--- config.mk ---
export PLATFORM = sky130hd
export DESIGN_NAME = tristate_bus_arbiter
export DESIGN_NICKNAME = d
export VERILOG_FILES = /design/src/rtl/tristate_bus_arbiter_pkg.sv /design/src/rtl/tristate_bus_arbiter_rr_pick.sv /design/src/rtl/tristate_bus_arbiter.sv
export SDC_FILE = /design/constraint.sdc
export NUM_CORES = 1
export LEC_CHECK = 0
export CAP_MARGIN = 10
export CORE_MARGIN = 1.5
export CORE_UTILIZATION = 40
export DETAILED_ROUTE_END_ITERATION = 6
export GPL_TIMING_DRIVEN = 0
export HOLD_SLACK_MARGIN = 0.15
export MAX_ROUTING_LAYER = met4
export SYNTH_ARGS = -nofsm -noshare
export SYNTH_HDL_FRONTEND = slang
export SYNTH_HIERARCHICAL = 1
export SYNTH_SLANG_ARGS = --single-unit
--- constraint.sdc ---
create_clock -name clk -period 2.08 [get_ports clk]
set_input_delay 0.416 -clock clk [delete_from_list [all_inputs] [get_ports clk]]
set_output_delay 0.416 -clock clk [all_outputs]
set_load 0.01 [all_outputs]
--- src/rtl/tristate_bus_arbiter_pkg.sv ---
// Shared constants and helpers for the tristate bus arbiter.
// State codes, source count and the one-hot decode.
package tristate_bus_arbiter_pkg;

  localparam int NSRC = 4;

  localparam logic [1:0] ST_IDLE  = 2'd0;
  localparam logic [1:0] ST_GRANT = 2'd1;
  localparam logic [1:0] ST_TURN  = 2'd2;

  function automatic logic [NSRC-1:0] onehot(
    input logic [1:0] idx
  );
    logic [NSRC-1:0] v;
    v = '0;
    v[idx] = 1'b1;
    return v;
  endfunction

endpackage

--- src/rtl/tristate_bus_arbiter_rr_pick.sv ---
// Rotating-priority search for the tristate bus arbiter.
// Searches last+1, last+2, ... modulo NSRC.
module rr_pick
  import tristate_bus_arbiter_pkg::*;
(
  input  logic [NSRC-1:0] req,
  input  logic [1:0]      last,
  output logic            valid,
  output logic [1:0]      idx
);

  always_comb begin : p_pick
    logic [1:0] w_c;
    w_c   = last;
    idx   = last;
    valid = |req;
    // Walk from farthest to nearest so the nearest hit wins.
    for (int k = NSRC; k >= 1; k--) begin
      w_c = last + 2'(k);
      if (req[w_c]) begin
        idx = w_c;
      end
    end
  end

endmodule

--- src/rtl/tristate_bus_arbiter.sv ---
// Round-robin arbiter for a 4-source tristate bus.
// Bounded tenure plus an all-off turnaround between owners.
module tristate_bus_arbiter
  import tristate_bus_arbiter_pkg::*;
#(
  parameter int MAX_HOLD    = 8,
  parameter int TURN_CYCLES = 1
) (
  input  logic            clk,
  input  logic            rst,
  input  logic [NSRC-1:0] req,
  output logic [NSRC-1:0] gnt,
  output logic [1:0]      sel,
  output logic            bus_en,
  output logic            preempt,
  output logic            busy
);

  localparam int HW = $clog2(MAX_HOLD + 1);
  localparam int TW = $clog2(TURN_CYCLES + 1);

  logic [1:0]      r_state;
  logic [HW-1:0]   r_hold;
  logic [TW-1:0]   r_turn;
  logic [1:0]      r_last;
  logic [NSRC-1:0] r_gnt;
  logic [1:0]      r_sel;
  logic            r_bus_en;
  logic            r_preempt;
  logic            r_busy;

  logic            w_valid;
  logic [1:0]      w_idx;
  logic            w_own_req;
  logic            w_others;
  logic            w_at_max;
  logic            w_turn_done;

  rr_pick u_pick (
    .req   (req),
    .last  (r_last),
    .valid (w_valid),
    .idx   (w_idx)
  );

  // r_sel holds the owner index throughout GRANT.
  assign w_own_req   = req[r_sel];
  assign w_others    = |(req & ~onehot(r_sel));
  assign w_at_max    = (r_hold == HW'(MAX_HOLD));
  assign w_turn_done = (r_turn == TW'(TURN_CYCLES));

  always_ff @(posedge clk or posedge rst) begin
    if (rst) begin
      r_state   <= ST_IDLE;
      r_hold    <= '0;
      r_turn    <= '0;
      r_last    <= 2'd3;
      r_gnt     <= '0;
      r_sel     <= 2'd0;
      r_bus_en  <= 1'b0;
      r_preempt <= 1'b0;
      r_busy    <= 1'b0;
    end else begin
      r_preempt <= 1'b0;
      unique case (r_state)
        ST_IDLE: begin
          if (w_valid) begin
            r_state  <= ST_GRANT;
            r_gnt    <= onehot(w_idx);
            r_sel    <= w_idx;
            r_bus_en <= 1'b1;
            r_hold   <= HW'(1);
            r_busy   <= 1'b1;
          end
        end
        ST_GRANT: begin
          if (!w_own_req || (w_at_max && w_others)) begin
            r_state   <= ST_TURN;
            r_gnt     <= '0;
            r_bus_en  <= 1'b0;
            r_turn    <= TW'(1);
            r_last    <= r_sel;
            r_preempt <= w_own_req;
          end else if (!w_at_max) begin
            r_hold <= r_hold + HW'(1);
          end
        end
        ST_TURN: begin
          if (w_turn_done) begin
            r_state <= ST_IDLE;
            r_busy  <= 1'b0;
          end else begin
            r_turn <= r_turn + TW'(1);
          end
        end
        default: begin
          r_state  <= ST_IDLE;
          r_gnt    <= '0;
          r_bus_en <= 1'b0;
          r_busy   <= 1'b0;
        end
      endcase
    end
  end

  assign gnt     = r_gnt;
  assign sel     = r_sel;
  assign bus_en  = r_bus_en;
  assign preempt = r_preempt;
  assign busy    = r_busy;

endmodule

==> results of run 1 <==
## synth_stat cells (all sizes together), types with 2 or more instances
master / instances / area, sq um
dfrtp: 16 / 400
nor3b: 3 / 27.5
a21o: 2 / 15.0
a32oi: 2 / 17.5
mux2: 2 / 22.5
nor2b: 2 / 12.5
nand2b: 3 / 18.8
dfstp: 2 / 52.6
nand2: 17 / 63.8
nand3: 2 / 10.0
a21oi: 8 / 40.0
ha: 2 / 25.0
nor2: 9 / 36.3
inv: 10 / 37.5
o21ai: 8 / 40.0
nor3: 4 / 20.0
mux2i: 3 / 30.0
## worst max-delay path, stage by stage
cell and delay [ns]:
clkdlybuf4s50_1 0.49, nor3_1 0.34, a32o_1 0.30, o22a_1 0.25, mux2_2 0.35
## metal layers
metal | GRT usage (%) | vias to the layer above | share of wire (%)
li1 | - | 419 | -
met1 | 22.6 | 381 | 48
met2 | 26.3 | 26 | 45
met3 | 2.57 | 4 | 5.8
met4 | 7.69 | 0 | 1.4
met5 | - | - | 0
## through the flow
stage                     total power [mW]  cell area, sq um  utilization [%]  cells  setup slack (ns)
final                                 1.63              1200             52.7    155             0.156
after global routing                  1.77              1200             52.7    155            0.0405
after CTS                             1.63              1190             52.4    155             0.152
after detailed placement              1.44              1170             51.3    151            -0.174
after global placement                1.43              1170             51.3    151            -0.181
after floorplan                       1.16               992                -    109             0.385
## state kept, by name, indices dropped and copies added, names as in the netlist
| signal | flops |
|---|---|
| gnt | 4 |
| r_hold | 4 |
| r_last | 2 |
| r_state | 2 |
| sel | 2 |
| bus_en | 1 |
| busy | 1 |
| preempt | 1 |
| r_turn | 1 |
## layout make-up
class	instances	area share, %
timing repair buffer	14	11.7
buffer	1	0.313
sequential	18	37.7
clock buffer	4	2.19
multi-input combinational	80	42.0
inverter	10	3.13
tap	28	2.92
## cells in the final DEF, fill, tap and decap left out, drive strengths merged, types with 3 or more instances in the layout
cell / Yosys / routed
nor2: 9 / 9
clkbuf: 1 / 5
nand2: 17 / 17
dfrtp: 16 / 16
clkdlybuf4s50: 0 / 14
nand2b: 3 / 3
mux2i: 3 / 3
nor3: 4 / 4
a21oi: 8 / 8
o21ai: 8 / 8
nor3b: 3 / 3
inv: 10 / 10
## power breakdown
| group | total (mW) | switching [mW] | leakage (nW) | internal (mW) |
|---|---|---|---|---|
| combinational | 0.801 | 0.414 | 0.287 | 0.387 |
| sequential | 0.640 | 0.143 | 0.218 | 0.497 |
| clock | 0.186 | 0.111 | 0.0150 | 0.0746 |
| total | 1.63 | 0.668 | 0.520 | 0.958 |
## cells by family after synthesis
| group | count (synthesis) | share of synthesized area, % |
|---|---|---|
| simple gates | 44 | 21.9 |
| compound gates | 28 | 18.2 |
| flops | 18 | 45.6 |
| buf+inv | 11 | 4.16 |
| mux | 6 | 7.57 |
| fa+ha+maj | 2 | 2.52 |
## worst max-delay path by stage
stage               slack [ns]   endpoint    from  cells after the start
floorplan                 0.38  r_hold[2]  sel[0]                      3
global placement         -0.18  r_hold[2]  req[0]                      6
detailed placement       -0.17  r_hold[2]  req[0]                      6
CTS                       0.15     gnt[3]  req[3]                      7
global route              0.04  r_last[1]  req[2]                      5
finish                    0.16  r_last[1]  req[2]                      5
## repair_timing
item                       in CTS  in global routing
gates resized for setup         0                  1
hold buffers                    0                  0
setup endpoints to repair       0                  5
==> results.ini, run 1 <==
[status]
status = finished clean

[sta]
hold_violations = 0
max_freq_mhz = 520
maxSlewViolCount = 0
fin_setup_tns_ns = 0
fin_crit_ns = 1.92
finalHoldWorstSlack_ns = 0.492
slew_headroom_pct = 53.6
setup_viol = 0
worstMarginPinSlew_ns = 0.695
rsz0062_at_grt = false
skew_ns = 0.00476
finalCritPeriodShare_pct = 92.5

[finish]
num_antenna_cells = 0
layout-drive-gt1-share_pct = 9.45
multi_input_area_sq_um = 504
num-nets-final = 136
area_growth_pct = 20.9
fillCellCount = 210
regArea_sq_um = 453

[die]
num_rows = 17
die_height_microns = 52.8
io_pins = 15
die_w_microns = 52.8
initial_core_util_pct = 43.6
fp.coreArea_sq_um = 2280
dieArea_sq_um = 2790

[hold_path]
holdCritStartpoint = r_turn
min_path_type = reg2reg
hold_path_end = r_turn
hold_depth = 2

[yosys]
ys.flop_type = dfrtp_1
async_flop_share_pct = 100
netlist_area_sq_um = 992
synth_edf_count = 0
ys_types = 33
synth.net_count = 117
yosys_register_bits = 18
avgSynthCellArea_sq_um = 9.10
yosysSeqAreaShare_pct = 45.6
yosysWarnings = 6
synth_cells = 109

[global_routing]
grt_max_degree = 19
grt_overflow = 0
antenna_found_initial = 0
grt_pass1_wl_mm = 3.37
grt_pass1_vias = 766
grt_use_total_pct = 17.2

[clock_tree]
clock_latency_ns = 0.29
cts_setup_buffers = 0
clock_path_buffers = 2
cts_htree_levels = 1
cts_tree = done
root_buffer = clkbuf_4
path_clk_slew_ns = 0.10
cts_sinks = 18
cts_buffers = 3

[power_and_ir_drop]
peakVddDrop_uv = 742
p_per_area_nw_per_um2 = 1360
power.leakage_nw = 0.520

[routing]
drt-initial-drc-count = 19
wl_mm = 1.99
drc = 0
wl_per_cell_microns = 12.8
postRouteAntennaNets = 0
vias_per_cell = 5.35
via_count = 830
firstDrtPassIters = 4

[setup_path]
worst_ep_required_time_ns = 2.31
worstPathArrival_ns = 2.15
critPathMaxFanout = 6
r2r_start = sel[0]
rrSetupSlack_ns = 0.30
crit_path_start_kind = input port
ff2ff_path_depth = 4
critPathKind = in2reg
r2r-end = r_hold[1]
crit_path_end_kind = flip-flop

[place]
place.gp.congestion = 0.753
dp_hpwl_mm = 1.46
portBuffers = 14

[job]
max-cap-violations = 0

No activity file was read; power rests on OpenSTA's default activity.
==> run 2, diff against run 1 <==
--- a/constraint.sdc
+++ b/constraint.sdc
@@ -3,2 +3,2 @@
 set_output_delay 0.416 -clock clk [all_outputs]
-set_load 0.01 [all_outputs]
+set_load 0.05 [all_outputs]
==> results.ini, run 2 (synthesized netlist as in run 1, its figures left out) <==
[status]
status = finished clean

[setup_path]
worst-path-buf-inv = 1  ; unchanged
r2r_start = sel[0]
critPathMaxFanout = 6  ; unchanged
crit_slowest_cell = clkdlybuf4s50_1
cpPeakStageDelay_ns = 0.83  ; +0.34 ns
critical-path-top-delay-family = buffers and inverters
crit_chain = clkdlybuf4s50_1
critPathKind = reg2out
startpoint = sel[1]
crit_path_start_kind = flip-flop
crit_path_end_kind = primary output
worst_ep_required_time_ns = 1.66  ; -0.65 ns
worstPathArrival_ns = 1.56  ; -0.59 ns

[die]
fp.coreArea_sq_um = 2280  ; unchanged
dieArea_sq_um = 2790  ; unchanged
die_w_microns = 52.8  ; unchanged
initial_core_util_pct = 43.6  ; unchanged
die_height_microns = 52.8  ; unchanged
io_pins = 15  ; unchanged
num_rows = 17  ; unchanged

[routing]
vias_per_cell = 5.35  ; unchanged
dr_wl_met2_microns = 896  ; unchanged
wl_mm = 1.99  ; +0.10%
firstDrtPassIters = 4  ; unchanged
wl_per_cell_microns = 12.9  ; +0.10%
wl_met1_microns = 956  ; +0.63%
dr.max_layer_used = met4
postRouteAntennaNets = 0  ; unchanged
via_count = 830  ; unchanged
drc = 0  ; unchanged
drt-initial-drc-count = 19  ; unchanged
dr_wl_met3_microns = 112  ; -3.4%

[job]
max-cap-violations = 0  ; unchanged

[clock_tree]
path_clk_slew_ns = 0.10  ; about the same
cts_buffers = 3  ; unchanged
clock_latency_ns = 0.29  ; about the same
cts_tree = done
clock_path_buffers = 2  ; unchanged
cts_htree_levels = 1  ; unchanged
postCtsHoldBufs = 0  ; unchanged
cts_sinks = 18  ; unchanged
cts_setup_buffers = 0  ; unchanged
root_buffer = clkbuf_4

[finish]
layout-drive-gt1-share_pct = 9.45  ; unchanged
fillCellCount = 209  ; -0.48%
final_cell_mix = nand2_1 (17), dfrtp_1 (16), clkdlybuf4s50_1 (13), inv_1 (10)
regArea_sq_um = 453  ; unchanged
num-nets-final = 136  ; unchanged
num_antenna_cells = 0  ; unchanged
area_growth_pct = 21.2
multi_input_area_sq_um = 504  ; unchanged
fin_util_pct = 52.8  ; +0.11 points
mostFrequentLayoutCell = nand2_1

[sta]
finalCritPeriodShare_pct = 95.0  ; +2.5 points
finalHoldWorstSlack_ns = 0.492  ; unchanged
maxSlewViolCount = 0  ; unchanged
worst_slack_ns = 0.104  ; -0.0517 ns
max_freq_mhz = 506  ; -2.6%
setup_viol = 0  ; unchanged
skew_ns = 0.00476  ; unchanged
worstMarginPinSlew_ns = 0.695  ; unchanged
slew_headroom_pct = 53.6  ; unchanged
fin_crit_ns = 1.98  ; +0.0517 ns
rsz0062_at_grt = false
hold_violations = 0  ; unchanged

[hold_path]
min_path_type = reg2reg
holdCritStartpoint = r_turn

[global_routing]
grt_pass1_vias = 766  ; unchanged
antenna_found_initial = 0  ; unchanged
grt_max_degree = 19  ; unchanged
grt_overflow = 0  ; unchanged
grt_pass1_wl_mm = 3.37  ; unchanged
grt_use_total_pct = 17.2  ; unchanged

[power_and_ir_drop]
peakVddDrop_uv = 852  ; +15%
power.leakage_nw = 0.530  ; +2.1%
p_per_area_nw_per_um2 = 1510  ; +11%
p_total_mw = 1.81  ; +12%

[place]
place.gp.congestion = 0.753  ; unchanged
post-place-ws_ns = -0.174  ; unchanged
portBuffers = 14  ; unchanged
dp_hpwl_mm = 1.46  ; unchanged

run 2: cell types whose count changed in the layout (fill, tap and decap cells not counted):
cell / change
clkdlybuf4s50_1: -1
dlymetal6s2s_1: +1
run 2: report_power, final:
part           switching, mW  internal [mW]
combinational          0.603          0.385
clock                  0.111         0.0746
sequential             0.143          0.497
total                  0.857          0.957
run 2: path summary, 6_finish.rpt:
check / end / slack, ns / cells past startpoint
worst max register to register: r_hold[1] / 0.31 / 4
worst max-delay path: sel[1] / 0.10 / 1
worst min-delay path: r_turn / 0.49 / 2
max in group asynchronous: sel[1] / 1.12 / 2
min in group asynchronous: r_state[1] / 0.51 / 2
worst min register to register: r_turn / 0.49 / 2
run 2: area by class of cell:
| cell class | count | share of cell area [%] |
|---|---|---|
| multi-input cells | 80 | 41.9 |
| flip-flops and latches | 18 | 37.7 |
| repair buffers | 14 | 11.9 |
| inverters | 10 | 3.12 |
| well taps | 28 | 2.91 |
| clock buffers | 4 | 2.19 |
| plain buffers | 1 | 0.312 |
run 2: metrics by stage:
| step | instance area [sq um] | instances | setup TNS [ns] |
|---|---|---|---|
| global placement | 1170 | 151 | -1.25 |
| detailed placement | 1170 | 151 | -1.22 |
| CTS | 1190 | 155 | 0 |
| floorplan | 992 | 109 | 0 |
| finish | 1200 | 155 | 0 |
| global route | 1200 | 155 | 0 |
run 2: routing by layer:
metal,track usage [%],up-vias
met5,-,-
met1,22.6,381
met4,7.69,0
li1,-,419
met2,26.3,26
met3,2.57,4
run 2: what timing repair did:
action | in CTS | in global routing
gates resized for setup | 0 | 2
setup endpoints to repair | 0 | 6
hold endpoints to repair | 0 | 0
==> run 3, diff against run 2 <==
- HOLD_SLACK_MARGIN: 0.15 -> 0.08
==> results of run 3 <==
Same layout as run 2: the final DEF is identical, and so are final timing and power.
